**src/rtl/sim_jtag_tap_pkg.sv**
```systemverilog
// ----------------------------------------------------------------------------
// sim_jtag_tap_pkg
// Shared types for the simulation JTAG TAP responder:
//   tap_state_e     - IEEE 1149.1 TAP states with their standard encodings
//   tap_next_state  - 16-state TAP transition function, advanced on TMS
// ----------------------------------------------------------------------------
package sim_jtag_tap_pkg;

    typedef enum logic [3:0] {
        TAP_EX2_DR   = 4'h0,
        TAP_EX1_DR   = 4'h1,
        TAP_SH_DR    = 4'h2,
        TAP_PAUSE_DR = 4'h3,
        TAP_SEL_IR   = 4'h4,
        TAP_UPD_DR   = 4'h5,
        TAP_CAP_DR   = 4'h6,
        TAP_SEL_DR   = 4'h7,
        TAP_EX2_IR   = 4'h8,
        TAP_EX1_IR   = 4'h9,
        TAP_SH_IR    = 4'hA,
        TAP_PAUSE_IR = 4'hB,
        TAP_RTI      = 4'hC,
        TAP_UPD_IR   = 4'hD,
        TAP_CAP_IR   = 4'hE,
        TAP_TLR      = 4'hF
    } tap_state_e;

    function automatic tap_state_e tap_next_state(input tap_state_e cur, input logic tms);
        tap_state_e nxt;
        case (cur)
            TAP_TLR:      nxt = tms ? TAP_TLR    : TAP_RTI;
            TAP_RTI:      nxt = tms ? TAP_SEL_DR : TAP_RTI;
            TAP_SEL_DR:   nxt = tms ? TAP_SEL_IR : TAP_CAP_DR;
            TAP_CAP_DR:   nxt = tms ? TAP_EX1_DR : TAP_SH_DR;
            TAP_SH_DR:    nxt = tms ? TAP_EX1_DR : TAP_SH_DR;
            TAP_EX1_DR:   nxt = tms ? TAP_UPD_DR : TAP_PAUSE_DR;
            TAP_PAUSE_DR: nxt = tms ? TAP_EX2_DR : TAP_PAUSE_DR;
            TAP_EX2_DR:   nxt = tms ? TAP_UPD_DR : TAP_SH_DR;
            TAP_UPD_DR:   nxt = tms ? TAP_SEL_DR : TAP_RTI;
            TAP_SEL_IR:   nxt = tms ? TAP_TLR    : TAP_CAP_IR;
            TAP_CAP_IR:   nxt = tms ? TAP_EX1_IR : TAP_SH_IR;
            TAP_SH_IR:    nxt = tms ? TAP_EX1_IR : TAP_SH_IR;
            TAP_EX1_IR:   nxt = tms ? TAP_UPD_IR : TAP_PAUSE_IR;
            TAP_PAUSE_IR: nxt = tms ? TAP_EX2_IR : TAP_PAUSE_IR;
            TAP_EX2_IR:   nxt = tms ? TAP_UPD_IR : TAP_SH_IR;
            TAP_UPD_IR:   nxt = tms ? TAP_SEL_DR : TAP_RTI;
            default:      nxt = TAP_TLR;
        endcase
        return nxt;
    endfunction

endpackage

```
**src/rtl/sim_jtag_sync.sv**
```systemverilog
// ----------------------------------------------------------------------------
// sim_jtag_sync
// Brings one asynchronous JTAG pin into the clock domain through a STAGES-deep
// flop chain, keeps the previous synchronized value and derives edge strobes.
//   clock, reset   - system clock, synchronous active-high reset
//   i_async        - raw pin
//   o_q            - synchronized level (last chain stage)
//   o_rise/o_fall  - one-cycle strobes on synchronized rising/falling edges
// RST_VAL is loaded into every stage and the previous-value flop so that no
// edge can be reported right after reset.
// ----------------------------------------------------------------------------
module sim_jtag_sync #(
    parameter int   STAGES  = 2,
    parameter logic RST_VAL = 1'b0
) (
    input  logic clock,
    input  logic reset,
    input  logic i_async,
    output logic o_q,
    output logic o_rise,
    output logic o_fall
);

    logic [STAGES-1:0] r_chain;
    logic              r_prev;

    always_ff @(posedge clock) begin
        if (reset) begin
            r_chain <= {STAGES{RST_VAL}};
            r_prev  <= RST_VAL;
        end else begin
            r_chain <= {r_chain[STAGES-2:0], i_async};
            r_prev  <= r_chain[STAGES-1];
        end
    end

    assign o_q    = r_chain[STAGES-1];
    assign o_rise =  r_chain[STAGES-1] & ~r_prev;
    assign o_fall = ~r_chain[STAGES-1] &  r_prev;

endmodule

```
**src/rtl/sim_jtag_tap.sv**
```systemverilog
// ----------------------------------------------------------------------------
// sim_jtag_tap
// Simulation-side JTAG TAP target. Oversamples the JTAG pins in the clock
// domain and runs the 1149.1 TAP controller with IR, BYPASS, IDCODE and one
// user DR that has a parallel capture/update interface.
//   clock, reset              - system clock, synchronous active-high reset
//   jtag_TCK/TMS/TDI/TRSTn    - asynchronous JTAG pins
//   jtag_TDO_data/_driven     - serial output and its drive-enable
//   dr_capture_data           - loaded into the user DR at Capture-DR
//   dr_update_valid/_data     - one-cycle pulse and held value at Update-DR
//   ir_value, tap_state       - current IR and TAP state (debug)
//
// state    | meaning
// ---------+----------------------------------------------
// TLR  (F) | test-logic-reset, IR forced to IDCODE_INSTR
// RTI  (C) | run-test/idle
// SelDR(7) | DR column entry      SelIR(4) | IR column entry
// CapDR(6) | load selected DR     CapIR(E) | load 2'b01 into IR shift reg
// ShDR (2) | shift selected DR    ShIR (A) | shift IR shift reg
// Ex1/Pause/Ex2 (1,3,0 / 9,B,8)   | scan pause/exit path
// UpdDR(5) | user DR update pulse UpdIR(D) | IR <- IR shift reg
// ----------------------------------------------------------------------------
module sim_jtag_tap
    import sim_jtag_tap_pkg::*;
#(
    parameter int                  IR_WIDTH     = 5,
    parameter logic [31:0]         IDCODE       = 32'h0000_0001,
    parameter logic [IR_WIDTH-1:0] IDCODE_INSTR = 5'h01,
    parameter logic [IR_WIDTH-1:0] USER_INSTR   = 5'h11,
    parameter int                  DR_WIDTH     = 41,
    parameter int                  SYNC_STAGES  = 2
) (
    input  logic                clock,
    input  logic                reset,
    input  logic                jtag_TCK,
    input  logic                jtag_TMS,
    input  logic                jtag_TDI,
    input  logic                jtag_TRSTn,
    output logic                jtag_TDO_data,
    output logic                jtag_TDO_driven,
    input  logic [DR_WIDTH-1:0] dr_capture_data,
    output logic                dr_update_valid,
    output logic [DR_WIDTH-1:0] dr_update_data,
    output logic [IR_WIDTH-1:0] ir_value,
    output logic [3:0]          tap_state
);

    logic w_tck_rise, w_tck_fall, w_tms, w_tdi, w_trst_n;
    logic w_tck_unused_q;
    logic w_tms_unused_rise, w_tms_unused_fall;
    logic w_tdi_unused_rise, w_tdi_unused_fall;
    logic w_trst_unused_rise, w_trst_unused_fall;

    sim_jtag_sync #(.STAGES(SYNC_STAGES), .RST_VAL(1'b0)) u_sync_tck (
        .clock(clock), .reset(reset), .i_async(jtag_TCK),
        .o_q(w_tck_unused_q), .o_rise(w_tck_rise), .o_fall(w_tck_fall)
    );
    sim_jtag_sync #(.STAGES(SYNC_STAGES), .RST_VAL(1'b1)) u_sync_tms (
        .clock(clock), .reset(reset), .i_async(jtag_TMS),
        .o_q(w_tms), .o_rise(w_tms_unused_rise), .o_fall(w_tms_unused_fall)
    );
    sim_jtag_sync #(.STAGES(SYNC_STAGES), .RST_VAL(1'b0)) u_sync_tdi (
        .clock(clock), .reset(reset), .i_async(jtag_TDI),
        .o_q(w_tdi), .o_rise(w_tdi_unused_rise), .o_fall(w_tdi_unused_fall)
    );
    sim_jtag_sync #(.STAGES(SYNC_STAGES), .RST_VAL(1'b1)) u_sync_trst (
        .clock(clock), .reset(reset), .i_async(jtag_TRSTn),
        .o_q(w_trst_n), .o_rise(w_trst_unused_rise), .o_fall(w_trst_unused_fall)
    );

    tap_state_e          r_state;
    tap_state_e          w_state_nxt;
    logic [IR_WIDTH-1:0] r_ir;
    logic [IR_WIDTH-1:0] r_ir_shift;
    logic [31:0]         r_dr_id;
    logic                r_dr_byp;
    logic [DR_WIDTH-1:0] r_dr_user;
    logic                r_tdo;
    logic                r_tdo_en;
    logic                r_upd_valid;
    logic [DR_WIDTH-1:0] r_upd_data;

    logic w_sel_id, w_sel_user;
    logic w_dr_lsb, w_tdo_nxt, w_tdo_en_nxt;

    // TAP state register; TRSTn overrides any TCK edge seen in the same cycle.
    always_comb begin
        w_state_nxt = r_state;
        if (!w_trst_n) begin
            w_state_nxt = TAP_TLR;
        end else if (w_tck_rise) begin
            w_state_nxt = tap_next_state(r_state, w_tms);
        end
    end

    always_ff @(posedge clock) begin
        if (reset) begin
            r_state <= TAP_TLR;
        end else begin
            r_state <= w_state_nxt;
        end
    end

    // Anything other than IDCODE or USER falls through to BYPASS.
    always_comb begin
        w_sel_id     = (r_ir == IDCODE_INSTR);
        w_sel_user   = (r_ir == USER_INSTR);
        w_dr_lsb     = r_dr_byp;
        w_tdo_nxt    = 1'b0;
        w_tdo_en_nxt = 1'b0;
        if (w_sel_id) begin
            w_dr_lsb = r_dr_id[0];
        end else if (w_sel_user) begin
            w_dr_lsb = r_dr_user[0];
        end
        if (r_state == TAP_SH_IR) begin
            w_tdo_nxt    = r_ir_shift[0];
            w_tdo_en_nxt = 1'b1;
        end else if (r_state == TAP_SH_DR) begin
            w_tdo_nxt    = w_dr_lsb;
            w_tdo_en_nxt = 1'b1;
        end
    end

    always_ff @(posedge clock) begin
        if (reset) begin
            r_ir        <= IDCODE_INSTR;
            r_ir_shift  <= '0;
            r_dr_id     <= '0;
            r_dr_byp    <= 1'b0;
            r_dr_user   <= '0;
            r_tdo       <= 1'b0;
            r_tdo_en    <= 1'b0;
            r_upd_valid <= 1'b0;
            r_upd_data  <= '0;
        end else if (!w_trst_n) begin
            // Scan aborted: no update pulse, last delivered update data kept.
            r_ir        <= IDCODE_INSTR;
            r_tdo       <= 1'b0;
            r_tdo_en    <= 1'b0;
            r_upd_valid <= 1'b0;
        end else begin
            r_upd_valid <= 1'b0;

            if (r_state == TAP_TLR) begin
                r_ir <= IDCODE_INSTR;
            end

            // Rise actions are keyed on the state before the transition.
            if (w_tck_rise) begin
                case (r_state)
                    TAP_CAP_IR: r_ir_shift <= {{(IR_WIDTH-2){1'b0}}, 2'b01};
                    TAP_SH_IR:  r_ir_shift <= {w_tdi, r_ir_shift[IR_WIDTH-1:1]};
                    TAP_CAP_DR: begin
                        if (w_sel_id) begin
                            r_dr_id <= IDCODE;
                        end else if (w_sel_user) begin
                            r_dr_user <= dr_capture_data;
                        end else begin
                            r_dr_byp <= 1'b0;
                        end
                    end
                    TAP_SH_DR: begin
                        if (w_sel_id) begin
                            r_dr_id <= {w_tdi, r_dr_id[31:1]};
                        end else if (w_sel_user) begin
                            r_dr_user <= {w_tdi, r_dr_user[DR_WIDTH-1:1]};
                        end else begin
                            r_dr_byp <= w_tdi;
                        end
                    end
                    default: ;
                endcase
            end

            if (w_tck_fall) begin
                r_tdo    <= w_tdo_nxt;
                r_tdo_en <= w_tdo_en_nxt;
                if (r_state == TAP_UPD_IR) begin
                    r_ir <= r_ir_shift;
                end
                if (r_state == TAP_UPD_DR && w_sel_user) begin
                    r_upd_data  <= r_dr_user;
                    r_upd_valid <= 1'b1;
                end
            end
        end
    end

    assign jtag_TDO_data   = r_tdo;
    assign jtag_TDO_driven = r_tdo_en;
    assign dr_update_valid = r_upd_valid;
    assign dr_update_data  = r_upd_data;
    assign ir_value        = r_ir;
    assign tap_state       = r_state;

endmodule

```
**config.mk**
```make
export PLATFORM = sky130hd
export DESIGN_NAME = sim_jtag_tap
export DESIGN_NICKNAME = d
export VERILOG_FILES = /design/src/rtl/sim_jtag_tap_pkg.sv /design/src/rtl/sim_jtag_sync.sv /design/src/rtl/sim_jtag_tap.sv
export SDC_FILE = /design/constraint.sdc
export NUM_CORES = 1
export LEC_CHECK = 0
export BUFFER_PORTS_ARGS = -buffer_cell sky130_fd_sc_hd__clkbuf_2
export CORE_AREA = 2 2 112 114
export CTS_CLUSTER_DIAMETER = 50
export DETAILED_ROUTE_END_ITERATION = 7
export DIE_AREA = 0 0 114 116
export PLACE_DENSITY = 0.72
export SETUP_SLACK_MARGIN = 0.02
export SYNTH_ARGS = -nofsm -noshare
export SYNTH_HDL_FRONTEND = slang
export SYNTH_HIERARCHICAL = 1
export SYNTH_SLANG_ARGS = --single-unit
```
**constraint.sdc**
```tcl
create_clock -name clock -period 4.4 [get_ports clock]
set_input_delay 0.22 -clock clock [delete_from_list [all_inputs] [get_ports clock]]
set_output_delay 0.22 -clock clock [all_outputs]
set_load 0.01 [all_outputs]
```
==> run metrics <==
Crit Reg-Reg Startpoint u_sync_tck/r_chain[1]; switching pwr 577.0 µW; Hold Path Cell Cnt 2; worst path arrival time 3150 ps; Setup violations, final 0; Yosys Warn Count 6; Final WS setup 1575 ps; P_leak 0.002405 µW; status finished, final reports clean; total negative slack 0 ps; post-layout minimum cycle time between 2000 and 3000 ps; pin count of the biggest net entering global routing 83; diode count 0; kind of critical path flip-flop to flip-flop; CTS Buffer Depth 2; DRC Markers 0; gpl congestion 0.7536; H-tree levels 4; IO Port Bufs 99; Pwr per Cell Area 417.5 nW/µm²; final cell count without fillers roughly 870; WL per Instance between 10 and 15 µm; relative slew slack 0.3261; first-pass iteration count of the detailed router 4; Final Util 0.5747; HP Class input port to flip-flop; clock transition at the registers of the reported paths approximately 50 ps; Slew @ Worst Pin 1011 ps; vias in the first global route 4270; routed vias/inst 5.357; die area 13220 µm²; Chip Height 116 µm; Detailed Route WL 12020 µm; # IOs 100; layout cells sized above 1 0.2348; placed insts approximately 840; Post-DRT Antenna Nets 0; worst skew pair latency 410 ps; Reg2Reg Capture Point r_dr_user[23]; nets 759; 1st-iter DRT viols 289; Clock power frac 0.520; CTS Buf Count 17; antenna violations before repair 0; Seq pwr share 0.452; Internal 2281 µW; Cells after Synth 641; Netlist Area Pre-Place approximately 5700 µm²; total nets after synthesis 688; end of the worst hold path u_sync_tdi/r_chain[0]; row cnt 40; total core area 11910 µm²; Setup Skew about 6.4 ps; Sw Share 0.2019; Worst EP required 4720 ps; grt total ovfl 0; Via Count 4666; Max Clk Rate around 0.35 GHz; fin crit share 0.6419; commonest non-fill, non-tap cells in the layout 141 x dfxtp_1, 126 x nand2_1, 98 x clkbuf_2; global-route wire length before repair 19620 µm; RSZ-0062 raised after global routing false; Initial Util 0.4818; Worst setup SP type flip-flop; r2r setup slk 1580 ps; CTS sink cnt 141; Max VDD drop around 0.27 mV; CTS tree yes; DP HPWL 7371 µm; Fin. Hold Viols 0; Total GRT Usage 0.1860; max cap viols 0; Die Wd 114 µm; portion of total power attributed to combinational logic 0.028; crit path capture type flip-flop; Layout area overhead 19.27%; worst reg2reg path depth 6; CTS root buf clkbuf_16; fin. max-slew vios 0; Crit Path Max Fanout about 80; hold path start jtag_TDI; commonest non-fill, non-tap cell in the layout dfxtp_1; Mean Syn Cell Area 8.954 µm²; pre-CTS setup slack 1616 ps
power by group through the flow:
stage / combinational (µW) / sequential (µW) / clock [µW]
after detailed placement: 79.9 / 1320 / 0
after CTS: 81.5 / 1290 / 1510
after global routing: 89.5 / 1290 / 1570
final: 81.0 / 1290 / 1480
after global placement: 78.8 / 1320 / 0
after floorplan: 52.6 / 1310 / 0
final cells by class:
class / count / area (µm²)
fillers: 1067 / 5066
multi-input cells: 442 / 2638
inverters: 3 / 11.26
clock buffers: 22 / 494.2
flip-flops and latches: 141 / 2823
well taps: 147 / 183.9
clock inverters: 9 / 132.6
repair buffers: 107 / 563.0
sequential cells by signal, summed over array words and instances (netlist names), 4 cells and up:
signal and cells:
tap_state 4, ir_value 5, r_dr_id 32, r_dr_user 41, dr_update_data 41, r_ir_shift 5
critical path, stage by stage, from the launching register on:
cell and delay, ps:
dfxtp_1 330, nor2b_1 490, nand3b_1 420, nor4b_4 310, buf_4 750, nor2_1 150
a211oi_2 240
per-layer routing:
layer	up-vias	part of all wire	global-route usage
met5	-	0	0
met4	0	0.022	0.09106
met3	22	0.039	0.04864
met2	100	0.49	0.3143
met1	2191	0.45	0.2209
li1	2353	-	-
per-stage QoR:
step | hold slack [ps] | instance area (µm²) | total power, µW
final | 29.21 | 6845 | 2858
after global routing | 33.83 | 6845 | 2949
after CTS | 6.741 | 6845 | 2887
after detailed placement | 393.0 | 6198 | 1399
after global placement | 387.2 | 6198 | 1398
after floorplan | 291.6 | 5739 | 1367
how the worst max path moves through the flow:
stage	endpoint	cells after the start	slack, ps	startpoint
6_report	r_dr_user[23]	6	1580	u_sync_tck/r_chain[1]
3_3_place_gp	r_dr_id[0]	5	1690	u_sync_tck/r_chain[1]
4_1_cts	r_dr_user[23]	6	1570	u_sync_tck/r_chain[1]
3_5_place_dp	r_dr_id[0]	5	1620	u_sync_tck/r_chain[1]
5_1_grt	r_dr_user[18]	6	1300	u_sync_tck/r_chain[1]
2_1_floorplan	r_dr_id[26]	8	2560	u_sync_tck/r_chain[1]
what timing repair did:
action | 4_1_cts | 5_1_grt
hold buffers | 2 | 0
setup buffers | 0 | 0
hold endpoints to repair | 2 | 0
resized for setup | 0 | 0
Note: power is estimated with default switching activity, not from simulation.
